===== config.mk =====
export PLATFORM = sky130hd
export DESIGN_NAME = fpro_bus_arbiter
export DESIGN_NICKNAME = d
export VERILOG_FILES = /design/src/rtl/fpro_arb_pkg.sv /design/src/rtl/fpro_arb_picker.sv /design/src/rtl/fpro_bus_arbiter.sv
export SDC_FILE = /design/constraint.sdc
export NUM_CORES = 1
export LEC_CHECK = 0
export BUFFER_PORTS_ARGS = -buffer_cell sky130_fd_sc_hd__buf_2
export CAP_MARGIN = 5
export CORE_ASPECT_RATIO = 0.75
export CORE_MARGIN = 4
export CORE_UTILIZATION = 25
export CTS_CLUSTER_DIAMETER = 50
export DETAILED_ROUTE_END_ITERATION = 10
export GPL_TIMING_DRIVEN = 0
export RECOVER_POWER = 100
export SLEW_MARGIN = 15
export SYNTH_ARGS = -nofsm -noshare
export SYNTH_HDL_FRONTEND = slang
export SYNTH_SLANG_ARGS = --single-unit

===== constraint.sdc =====
create_clock -name clk -period 1.7 [get_ports clk]
set_clock_uncertainty 0.1 [all_clocks]
set_input_delay 0.255 -clock clk [delete_from_list [all_inputs] [get_ports clk]]
set_output_delay 0.255 -clock clk [all_outputs]
set_load 0.005 [all_outputs]

===== src/rtl/fpro_arb_pkg.sv =====
// Shared types and default widths for the two-master FPro MMIO bus arbiter.
package fpro_arb_pkg;

  localparam int DEFAULT_ADDR_WIDTH = 21;
  localparam int DEFAULT_DATA_WIDTH = 32;

  typedef enum logic [1:0] {
    IDLE  = 2'd0,
    ISSUE = 2'd1,
    DONE  = 2'd2
  } arb_state_t;

  typedef logic arb_idx_t;

  localparam arb_idx_t IDX_M0 = 1'b0;
  localparam arb_idx_t IDX_M1 = 1'b1;

endpackage


===== src/rtl/fpro_arb_picker.sv =====
// Combinational winner select for the bus arbiter. Round-robin by default;
// FPRO_ARB_FIXED_PRIO_EN makes master 0 win every contention.
module fpro_arb_picker
  import fpro_arb_pkg::*;
(
  input  logic     i_req0,
  input  logic     i_req1,
  input  arb_idx_t i_last,
  output logic     o_valid,
  output arb_idx_t o_winner
);

  always_comb begin
    o_valid  = i_req0 | i_req1;
    o_winner = IDX_M0;
`ifdef FPRO_ARB_FIXED_PRIO_EN
    if (!i_req0 && i_req1) o_winner = IDX_M1;
`else
    // On contention the master that did not win last time goes first.
    if (i_req0 && i_req1) o_winner = (i_last == IDX_M0) ? IDX_M1 : IDX_M0;
    else if (i_req1)      o_winner = IDX_M1;
`endif
  end

`ifdef FPRO_ARB_FIXED_PRIO_EN
  logic w_unused_last;
  assign w_unused_last = i_last;
`endif

endmodule


===== src/rtl/fpro_bus_arbiter.sv =====
// Two-master arbiter in front of the FPro MMIO bus: one registered single-cycle
// strobe per access (IDLE -> ISSUE -> DONE). FPRO_ARB_FIXED_PRIO_EN selects fixed priority.
module fpro_bus_arbiter
  import fpro_arb_pkg::*;
#(
  parameter int ADDR_WIDTH = DEFAULT_ADDR_WIDTH,
  parameter int DATA_WIDTH = DEFAULT_DATA_WIDTH
) (
  input  logic                  clk,
  input  logic                  reset,
  input  logic                  m0_req,
  input  logic                  m0_wr,
  input  logic [ADDR_WIDTH-1:0] m0_addr,
  input  logic [DATA_WIDTH-1:0] m0_wr_data,
  output logic                  m0_ack,
  output logic [DATA_WIDTH-1:0] m0_rd_data,
  input  logic                  m1_req,
  input  logic                  m1_wr,
  input  logic [ADDR_WIDTH-1:0] m1_addr,
  input  logic [DATA_WIDTH-1:0] m1_wr_data,
  output logic                  m1_ack,
  output logic [DATA_WIDTH-1:0] m1_rd_data,
  output logic                  fp_mmio_cs,
  output logic                  fp_rd,
  output logic                  fp_wr,
  output logic [ADDR_WIDTH-1:0] fp_addr,
  output logic [DATA_WIDTH-1:0] fp_wr_data,
  input  logic [DATA_WIDTH-1:0] fp_rd_data,
  output arb_state_t            o_dbg_state
);

  arb_state_t            r_state;
  arb_idx_t              r_winner;
  arb_idx_t              r_last;
  logic                  r_cs;
  logic                  r_rd;
  logic                  r_wr;
  logic [ADDR_WIDTH-1:0] r_addr;
  logic [DATA_WIDTH-1:0] r_wr_data;
  logic                  r_ack0;
  logic                  r_ack1;
  logic [DATA_WIDTH-1:0] r_rd_data0;
  logic [DATA_WIDTH-1:0] r_rd_data1;

  logic                  w_grant_valid;
  arb_idx_t              w_winner;
  logic                  w_sel_wr;
  logic [ADDR_WIDTH-1:0] w_sel_addr;
  logic [DATA_WIDTH-1:0] w_sel_wr_data;

  // In the fixed-priority build the picker ignores r_last, so the pointer is pruned.
  fpro_arb_picker u_picker (
    .i_req0   (m0_req),
    .i_req1   (m1_req),
    .i_last   (r_last),
    .o_valid  (w_grant_valid),
    .o_winner (w_winner)
  );

  assign w_sel_wr      = (w_winner == IDX_M1) ? m1_wr      : m0_wr;
  assign w_sel_addr    = (w_winner == IDX_M1) ? m1_addr    : m0_addr;
  assign w_sel_wr_data = (w_winner == IDX_M1) ? m1_wr_data : m0_wr_data;

  always_ff @(posedge clk) begin
    if (reset) begin
      r_state    <= IDLE;
      r_winner   <= IDX_M0;
      r_last     <= IDX_M1;
      r_cs       <= 1'b0;
      r_rd       <= 1'b0;
      r_wr       <= 1'b0;
      r_addr     <= '0;
      r_wr_data  <= '0;
      r_ack0     <= 1'b0;
      r_ack1     <= 1'b0;
      r_rd_data0 <= '0;
      r_rd_data1 <= '0;
    end else begin
      case (r_state)
        IDLE: begin
          r_ack0 <= 1'b0;
          r_ack1 <= 1'b0;
          if (w_grant_valid) begin
            r_winner  <= w_winner;
            r_cs      <= 1'b1;
            r_rd      <= !w_sel_wr;
            r_wr      <= w_sel_wr;
            r_addr    <= w_sel_addr;
            r_wr_data <= w_sel_wr_data;
            r_state   <= ISSUE;
          end
        end
        ISSUE: begin
          // Slot read data is combinational in the strobe cycle; capture it here.
          r_cs <= 1'b0;
          r_rd <= 1'b0;
          r_wr <= 1'b0;
          if (r_rd) begin
            if (r_winner == IDX_M1) r_rd_data1 <= fp_rd_data;
            else                    r_rd_data0 <= fp_rd_data;
          end
          r_ack0  <= (r_winner == IDX_M0);
          r_ack1  <= (r_winner == IDX_M1);
          r_state <= DONE;
        end
        DONE: begin
          r_ack0  <= 1'b0;
          r_ack1  <= 1'b0;
          r_last  <= r_winner;
          r_state <= IDLE;
        end
        default: begin
          r_cs    <= 1'b0;
          r_rd    <= 1'b0;
          r_wr    <= 1'b0;
          r_ack0  <= 1'b0;
          r_ack1  <= 1'b0;
          r_state <= IDLE;
        end
      endcase
    end
  end

  assign fp_mmio_cs  = r_cs;
  assign fp_rd       = r_rd;
  assign fp_wr       = r_wr;
  assign fp_addr     = r_addr;
  assign fp_wr_data  = r_wr_data;
  assign m0_ack      = r_ack0;
  assign m1_ack      = r_ack1;
  assign m0_rd_data  = r_rd_data0;
  assign m1_rd_data  = r_rd_data1;
  assign o_dbg_state = r_state;

endmodule

==> impl_results.html, run 1 <==
<table>
<tr><th>Metric</th><th>Value</th></tr>
<tr><th colspan="2">Setup path</th></tr>
<tr><td>Worst r2r path cells</td><td>6</td></tr>
<tr><td>Start point of the critical path</td><td>o_dbg_state[1]</td></tr>
<tr><td>Biggest cell delay along the critical path</td><td>300 ps</td></tr>
<tr><td>Crit Path Class</td><td>reg2reg</td></tr>
<tr><td>Worst reg-to-reg setup slack</td><td>70 ps</td></tr>
<tr><td>Cell type of the slowest stage on the worst timing path</td><td>sky130_fd_sc_hd__dfxtp_1</td></tr>
<tr><td>Dominant delay contributor by cell family on the critical path</td><td>buffers and inverters</td></tr>
<tr><td>Capture instance of the worst register-to-register path</td><td>fp_wr_data[16]</td></tr>
<tr><td>Critical Path AT</td><td>1800 ps</td></tr>
<tr><td>CP Capture Type</td><td>flip-flop</td></tr>
<tr><td>Worst path cell trace</td><td>clkbuf_2 &gt; o21bai_2 &gt; nor2_4 &gt; buf_12 &gt; buf_2 &gt; a311oi_1</td></tr>
<tr><td>Required time worst endpoint</td><td>1870 ps</td></tr>
<tr><td>Worst Setup EP</td><td>fp_wr_data[16]</td></tr>
<tr><td>Logic depth of the worst setup path including buffers</td><td>6</td></tr>
<tr><td>Worst flop-to-flop path startpoint</td><td>o_dbg_state[1]</td></tr>
<tr><td>Crit path max fanout</td><td>10</td></tr>
<tr><td>Critical path buffers and inverters</td><td>3</td></tr>
<tr><td>CP Launch Type</td><td>flip-flop</td></tr>
<tr><th colspan="2">CTS</th></tr>
<tr><td>Root Driver</td><td>sky130_fd_sc_hd__clkbuf_16</td></tr>
<tr><td>Clock buffers created by TritonCTS</td><td>17</td></tr>
<tr><td>TritonCTS clock tree</td><td>yes</td></tr>
<tr><td>Clock latency on the worst-skew pair</td><td>410 ps</td></tr>
<tr><td>Buffer depth of the longest clock path</td><td>2</td></tr>
<tr><td>Maximum level of the CTS H-tree</td><td>4</td></tr>
<tr><td>Clock-pin slew on the worst setup and hold paths</td><td>70 ps</td></tr>
<tr><td>Number of sinks on the clock net</td><td>126</td></tr>
<tr><th colspan="2">Timing</th></tr>
<tr><td>Final worst path period share</td><td>0.961</td></tr>
<tr><td>Worst-Margin Slew</td><td>769 ps</td></tr>
<tr><td>Clock period minus worst slack</td><td>1630 ps</td></tr>
<tr><td>Final Hold Fails</td><td>0</td></tr>
<tr><td>Max-slew violation count</td><td>0</td></tr>
<tr><td>Final setup fails</td><td>0</td></tr>
<tr><td>Worst hold-check slack</td><td>25.1 ps</td></tr>
<tr><td>RSZ-0062 raised after global routing</td><td>true</td></tr>
<tr><td>Highest clock frequency the design can meet</td><td>612 MHz</td></tr>
<tr><td>Headroom to the max-slew limit</td><td>0.488</td></tr>
<tr><th colspan="2">Floorplanning</th></tr>
<tr><td>Number of top-level pins</td><td>268</td></tr>
<tr><td>DIE WIDTH</td><td>171 um</td></tr>
<tr><td>Effective utilization at floorplan</td><td>0.257</td></tr>
<tr><td>Die Area</td><td>22400 um2</td></tr>
<tr><td>Height of the chip</td><td>131 um</td></tr>
<tr><td>Number of rows created at floorplan</td><td>44</td></tr>
<tr><td>Placeable Area</td><td>19500 um2</td></tr>
<tr><th colspan="2">Final layout</th></tr>
<tr><td>Sequential cell area</td><td>2520 um2</td></tr>
<tr><td>Multi-input gate area in the final layout</td><td>2210 um2</td></tr>
<tr><td>Commonest cells after routing, fill and taps aside</td><td>sky130_fd_sc_hd__nand2_1, sky130_fd_sc_hd__buf_2, sky130_fd_sc_hd__dfxtp_1</td></tr>
<tr><td>Ant. Diodes</td><td>0</td></tr>
<tr><td>Final layout net count</td><td>1124</td></tr>
<tr><td>Fillers</td><td>2088</td></tr>
<tr><td>Design Area, Final</td><td>8050 um2</td></tr>
<tr><td>Layout cells sized above 1</td><td>0.259</td></tr>
<tr><td>Area added between synthesis and finish</td><td>60.9%</td></tr>
<tr><td>Most common cell after layout, fill and taps aside</td><td>sky130_fd_sc_hd__nand2_1</td></tr>
<tr><td>Post-Layout Cell Count</td><td>1246</td></tr>
<tr><td>Final cell utilization of the core</td><td>0.413</td></tr>
<tr><th colspan="2">GRT</th></tr>
<tr><td>Vias in the first global route</td><td>5672</td></tr>
<tr><td>Wire length of the first global-routing pass</td><td>29.4 mm</td></tr>
<tr><td>Largest net degree at the start of global routing</td><td>17</td></tr>
<tr><td>Total global routing track utilization</td><td>0.168</td></tr>
<tr><td>Global-route congestion overflow total</td><td>0</td></tr>
<tr><td>Number of antenna violations at the first check in global routing</td><td>0</td></tr>
<tr><th colspan="2">Routing</th></tr>
<tr><td>DRC violations left</td><td>0</td></tr>
<tr><td>Total routed wirelength</td><td>19.8 mm</td></tr>
<tr><td>Vias</td><td>5728</td></tr>
<tr><td>First DRT Iteration DRCs</td><td>260</td></tr>
<tr><td>Via density</td><td>4.60</td></tr>
<tr><td>Drt wl/cell</td><td>15.9 um</td></tr>
<tr><td>First-pass detailed-route iteration total</td><td>5</td></tr>
<tr><td>Antenna Nets Post-Route</td><td>0</td></tr>
<tr><th colspan="2">Power and ir drop</th></tr>
<tr><td>Design Power</td><td>8550 uW</td></tr>
<tr><td>Worst voltage drop across the vdd grid</td><td>0.529 mV</td></tr>
<tr><td>LEAKAGE</td><td>0.00333 uW</td></tr>
<tr><td>Total power divided by cell area</td><td>1060 nW/um2</td></tr>
<tr><th colspan="2">Synth</th></tr>
<tr><td>Number of library cell types mapped by synthesis</td><td>34</td></tr>
<tr><td>Yosys synthesis warning count</td><td>0</td></tr>
<tr><td>Post-Syn Area</td><td>5000 um2</td></tr>
<tr><td>Total nets after synthesis</td><td>757</td></tr>
<tr><td>Number of cells produced by synthesis</td><td>613</td></tr>
<tr><td>Post-synthesis sequential area ratio</td><td>0.504</td></tr>
<tr><td>Register bit total from synthesis</td><td>126</td></tr>
<tr><td>Post-Synthesis Mean Instance Area</td><td>8.16 um2</td></tr>
<tr><th colspan="2">Place</th></tr>
<tr><td>Global placement routability congestion</td><td>0.798</td></tr>
<tr><td>Detailed Place HPWL</td><td>14.1 mm</td></tr>
<tr><td>Dpl cell area</td><td>6660 um2</td></tr>
<tr><td>Cell total after placement</td><td>1133</td></tr>
<tr><td>Port Buffers</td><td>267</td></tr>
<tr><th colspan="2">Flow run</th></tr>
<tr><td>Number of max-capacitance violations reported</td><td>0</td></tr>
<tr><th colspan="2">Min path</th></tr>
<tr><td>Min-Delay Path Class</td><td>in2reg</td></tr>
<tr><th colspan="2">Status</th></tr>
<tr><td>Status</td><td>finished clean</td></tr>
</table>
==> cell families (layout without fill, tap and decap cells) <==
family	Yosys count	after routing	share of synthesized area
flops	126	126	0.504
buf+inv	56	436	0.0590
compound gates	156	156	0.208
simple gates	275	275	0.229
==> how the worst min path moves through the flow <==
| stage | start | endpoint | slack, ps | cells past startpoint |
|---|---|---|---|---|
| 4_1_cts | m0_addr[19] | fp_addr[19] | 0.09 | 3 |
| 3_3_place_gp | m1_rd_data[6] | m1_rd_data[6] | 340 | 2 |
| 5_1_grt | m0_addr[17] | fp_addr[17] | 0.7 | 3 |
| 2_1_floorplan | fp_rd_data[0] | m0_rd_data[0] | 290 | 2 |
| 3_5_place_dp | m0_rd_data[31] | m0_rd_data[31] | 340 | 2 |
| 6_report | m0_wr_data[4] | fp_wr_data[4] | 30 | 3 |
==> final cells by class <==
cell class / count / share of cell area
Timing Repair Buffer: 349 / 0.254
Inverter: 2 / 0.000933
Clock buffer: 17 / 0.0529
Clock inverter: 15 / 0.0288
Buffer: 53 / 0.0362
Tap cell: 253 / 0.0393
Multi-Input combinational cell: 431 / 0.274
Sequential cell: 126 / 0.313
==> flip-flops by register name (all words and copies together), names as in the netlist, 2 cells and up <==
signal and cells:
fp_wr_data 32, m1_rd_data 32, fp_addr 21, m0_rd_data 32, o_dbg_state 2
==> power breakdown <==
| group | internal (uW) | switching [uW] |
|---|---|---|
| Combinational | 583 | 630 |
| Sequential | 3150 | 109 |
| Clock | 2630 | 1450 |
| Total | 6360 | 2190 |
==> cells in the mapped netlist (all sizes together) <==
library cell	instances	area (um2)
a21bo	1	10.0
a21boi	2	26.3
a21oi	93	465
a221o	1	10.0
a311oi	27	255
a32oi	26	228
and2	2	12.5
and4b	1	10.0
and4bb	1	12.5
buf	36	219
clkbuf	18	68.8
dfxtp	126	2520
inv	2	7.51
nand2	237	892
nand2b	26	163
nand3	1	5.00
nand4b	1	8.76
nand4bb	1	11.3
nor2	2	10.0
nor3	1	5.00
nor3b	1	7.51
nor4	1	6.26
o211a	1	10.0
o21a	1	7.51
o21ai	1	5.00
o21ba	1	10.0
o21bai	2	15.0
==> worst min-delay path, stage by stage <==
cell and delay (ps):
sky130_fd_sc_hd__buf_2 100, sky130_fd_sc_hd__nand2_1 60, sky130_fd_sc_hd__a311oi_1 80
==> metal layers <==
layer	up-vias	track usage	routed length (um)
met3	27	0.0662	1770
met2	247	0.269	8890
met5	-	0	0
met4	0	0.0503	319
li1	2825	-	-
met1	2629	0.212	8800
==> repair_timing <==
item                       in CTS  in global routing
resized for setup               1                 12
setup endpoints to repair      50                109
hold buffers                   80                  1
cloned                          0                  0
hold endpoints to repair       88                  1
pin swaps                       0                  1
buffers inserted                0                  1
==> metrics by stage <==
step | worst slack [ps] | setup TNS, ps
finish | 67.1 | 0
global route | -8.18 | -27.1
CTS | 8.24 | 0
detailed placement | -141 | -9790
floorplan | 324 | 0
global placement | -135 | -9260
Note: power is estimated with default switching activity, not from simulation.
==> run 2: changes to the inputs <==
Settings changed: BUFFER_PORTS_ARGS -buffer_cell sky130_fd_sc_hd__buf_2 to default, DONT_BUFFER_PORTS from default to 1.
==> run 2 against run 1 <==
Effect of this change: cell count fell by 17%; first-iteration DRC count rose by 9.2%; combinational power fell by 17%; clock power fell by 6.6%; non-clock buffer count fell by 206; register-to-register slack barely moved; hold slack barely moved; die area did not move; flip-flop and latch count did not move; total power fell by 4.7%; via count fell by 11%; critical endpoint is now fp_wr_data[19].
==> impl_results.html, run 2 (synthesis gave the netlist of run 1 again) <==
<table>
<tr><th>Metric</th><th>Value</th></tr>
<tr><th colspan="2">Setup path</th></tr>
<tr><td>Crit path max fanout</td><td>10</td></tr>
<tr><td>CP Capture Type</td><td>flip-flop</td></tr>
<tr><td>Critical Path AT</td><td>1830 ps</td></tr>
<tr><td>Required time worst endpoint</td><td>1910 ps</td></tr>
<tr><td>CP Launch Type</td><td>flip-flop</td></tr>
<tr><td>Crit Path Class</td><td>reg2reg</td></tr>
<tr><th colspan="2">Final layout</th></tr>
<tr><td>Layout cells sized above 1</td><td>0.111</td></tr>
<tr><td>Final layout net count</td><td>918</td></tr>
<tr><td>Ant. Diodes</td><td>0</td></tr>
<tr><td>Final cell utilization of the core</td><td>0.381</td></tr>
<tr><td>Commonest cells after routing, fill and taps aside</td><td>sky130_fd_sc_hd__nand2_1, sky130_fd_sc_hd__dlygate4sd3_1, sky130_fd_sc_hd__dfxtp_1</td></tr>
<tr><td>Area added between synthesis and finish</td><td>48.5%</td></tr>
<tr><td>Most common cell after layout, fill and taps aside</td><td>sky130_fd_sc_hd__nand2_1</td></tr>
<tr><th colspan="2">Flow run</th></tr>
<tr><td>Number of max-capacitance violations reported</td><td>0</td></tr>
<tr><th colspan="2">GRT</th></tr>
<tr><td>Wire length of the first global-routing pass</td><td>29.1 mm</td></tr>
<tr><td>Largest net degree at the start of global routing</td><td>17</td></tr>
<tr><td>Number of antenna violations at the first check in global routing</td><td>0</td></tr>
<tr><td>Vias in the first global route</td><td>5098</td></tr>
<tr><td>Total global routing track utilization</td><td>0.168</td></tr>
<tr><td>Global-route congestion overflow total</td><td>0</td></tr>
<tr><th colspan="2">Place</th></tr>
<tr><td>DP Worst Slack</td><td>-230 ps</td></tr>
<tr><td>Detailed Place HPWL</td><td>13.2 mm</td></tr>
<tr><td>Global placement routability congestion</td><td>0.813</td></tr>
<tr><td>Port Buffers</td><td>0</td></tr>
<tr><th colspan="2">Routing</th></tr>
<tr><td>Via density</td><td>4.88</td></tr>
<tr><td>First DRT Iteration DRCs</td><td>284</td></tr>
<tr><td>Drt wl/cell</td><td>18.7 um</td></tr>
<tr><td>Antenna Nets Post-Route</td><td>0</td></tr>
<tr><td>Total routed wirelength</td><td>19.5 mm</td></tr>
<tr><td>Vias</td><td>5079</td></tr>
<tr><td>DRC violations left</td><td>0</td></tr>
<tr><td>First-pass detailed-route iteration total</td><td>5</td></tr>
<tr><th colspan="2">CTS</th></tr>
<tr><td>Maximum level of the CTS H-tree</td><td>4</td></tr>
<tr><td>Root Driver</td><td>sky130_fd_sc_hd__clkbuf_16</td></tr>
<tr><td>Number of sinks on the clock net</td><td>126</td></tr>
<tr><td>Clock buffers created by TritonCTS</td><td>17</td></tr>
<tr><td>TritonCTS clock tree</td><td>yes</td></tr>
<tr><td>Clock-pin slew on the worst setup and hold paths</td><td>60 ps</td></tr>
<tr><td>Clock latency on the worst-skew pair</td><td>400 ps</td></tr>
<tr><td>Buffer depth of the longest clock path</td><td>2</td></tr>
<tr><th colspan="2">Power and ir drop</th></tr>
<tr><td>LEAKAGE</td><td>0.00274 uW</td></tr>
<tr><td>Design Power</td><td>8150 uW</td></tr>
<tr><td>Worst voltage drop across the vdd grid</td><td>0.520 mV</td></tr>
<tr><td>Total power divided by cell area</td><td>1100 nW/um2</td></tr>
<tr><th colspan="2">Timing</th></tr>
<tr><td>Final setup fails</td><td>0</td></tr>
<tr><td>Clock period minus worst slack</td><td>1620 ps</td></tr>
<tr><td>Worst-Margin Slew</td><td>705 ps</td></tr>
<tr><td>Highest clock frequency the design can meet</td><td>616 MHz</td></tr>
<tr><td>Final worst path period share</td><td>0.955</td></tr>
<tr><td>Final worst slack</td><td>75.7 ps</td></tr>
<tr><td>Headroom to the max-slew limit</td><td>0.530</td></tr>
<tr><td>Max-slew violation count</td><td>0</td></tr>
<tr><td>Final Hold Fails</td><td>0</td></tr>
<tr><th colspan="2">Floorplanning</th></tr>
<tr><td>DIE WIDTH</td><td>171 um</td></tr>
<tr><td>Number of top-level pins</td><td>268</td></tr>
<tr><td>Die Area</td><td>22400 um2</td></tr>
<tr><td>Height of the chip</td><td>131 um</td></tr>
<tr><td>Effective utilization at floorplan</td><td>0.257</td></tr>
<tr><td>Number of rows created at floorplan</td><td>44</td></tr>
<tr><td>Placeable Area</td><td>19500 um2</td></tr>
<tr><th colspan="2">Min path</th></tr>
<tr><td>Min-Delay Path Class</td><td>in2reg</td></tr>
<tr><th colspan="2">Status</th></tr>
<tr><td>Status</td><td>finished clean</td></tr>
</table>
[run 2: area by class of cell]
| class | count | area [um2] |
|---|---|---|
| clock inverters | 12 | 160 |
| flip-flops and latches | 126 | 2520 |
| inverters | 2 | 7.51 |
| multi-input cells | 431 | 2210 |
| repair buffers | 143 | 1440 |
| plain buffers | 53 | 317 |
| clock buffers | 20 | 457 |
| well taps | 253 | 317 |
| fillers | 1955 | 12100 |
[run 2: critical path: stages (launching register included)]
cell,delay [ps]
sky130_fd_sc_hd__dfxtp_2,340
sky130_fd_sc_hd__buf_4,170
sky130_fd_sc_hd__o21ba_2,290
sky130_fd_sc_hd__buf_4,210
sky130_fd_sc_hd__a21oi_1,110
sky130_fd_sc_hd__a311oi_2,300
[run 2: through the flow]
step	instances	TNS (ps)	hold WS, ps	area [um2]
after floorplan	613	0	291	5000
after global placement	866	-14440	292	5320
after detailed placement	866	-13800	297	5320
after CTS	1040	0	2.23	7400
after global routing	1040	-1.59	32.0	7430
final	1040	0	25.5	7430
[run 2: worst paths after layout]
path | end | cells after the start | start | slack (ps)
worst min-delay path | fp_rd | 3 | m1_req | 30
worst min register to register | m0_rd_data[4] | 2 | m0_rd_data[4] | 370
worst max-delay path | fp_wr_data[19] | 5 | o_dbg_state[1] | 80
worst max register to register | fp_wr_data[19] | 5 | o_dbg_state[1] | 80
[run 2: timing repair]
action                                  in CTS  in global routing
endpoints found under the setup margin     110                 99
hold buffers                               141                  0
hold endpoints to repair                   120                  0
setup buffers                                2                  0
gates resized for setup                     11                 12
pin swaps                                    1                  1
[run 2: per-layer routing]
| layer | global-route usage | vias up | routed length (um) |
|---|---|---|---|
| li1 | - | 2411 | - |
| met1 | 0.207 | 2351 | 8230 |
| met2 | 0.265 | 279 | 8840 |
| met3 | 0.0713 | 38 | 2020 |
| met4 | 0.0578 | 0 | 384 |
| met5 | 0 | - | 0 |
[run 2: power by group]
group	switching (uW)	total [uW]	internal (uW)	leakage, uW
clock network	1410	3810	2400	0.000289
registers	187	3340	3150	0.00103
logic	506	999	493	0.00142
total	2110	8150	6040	0.00274
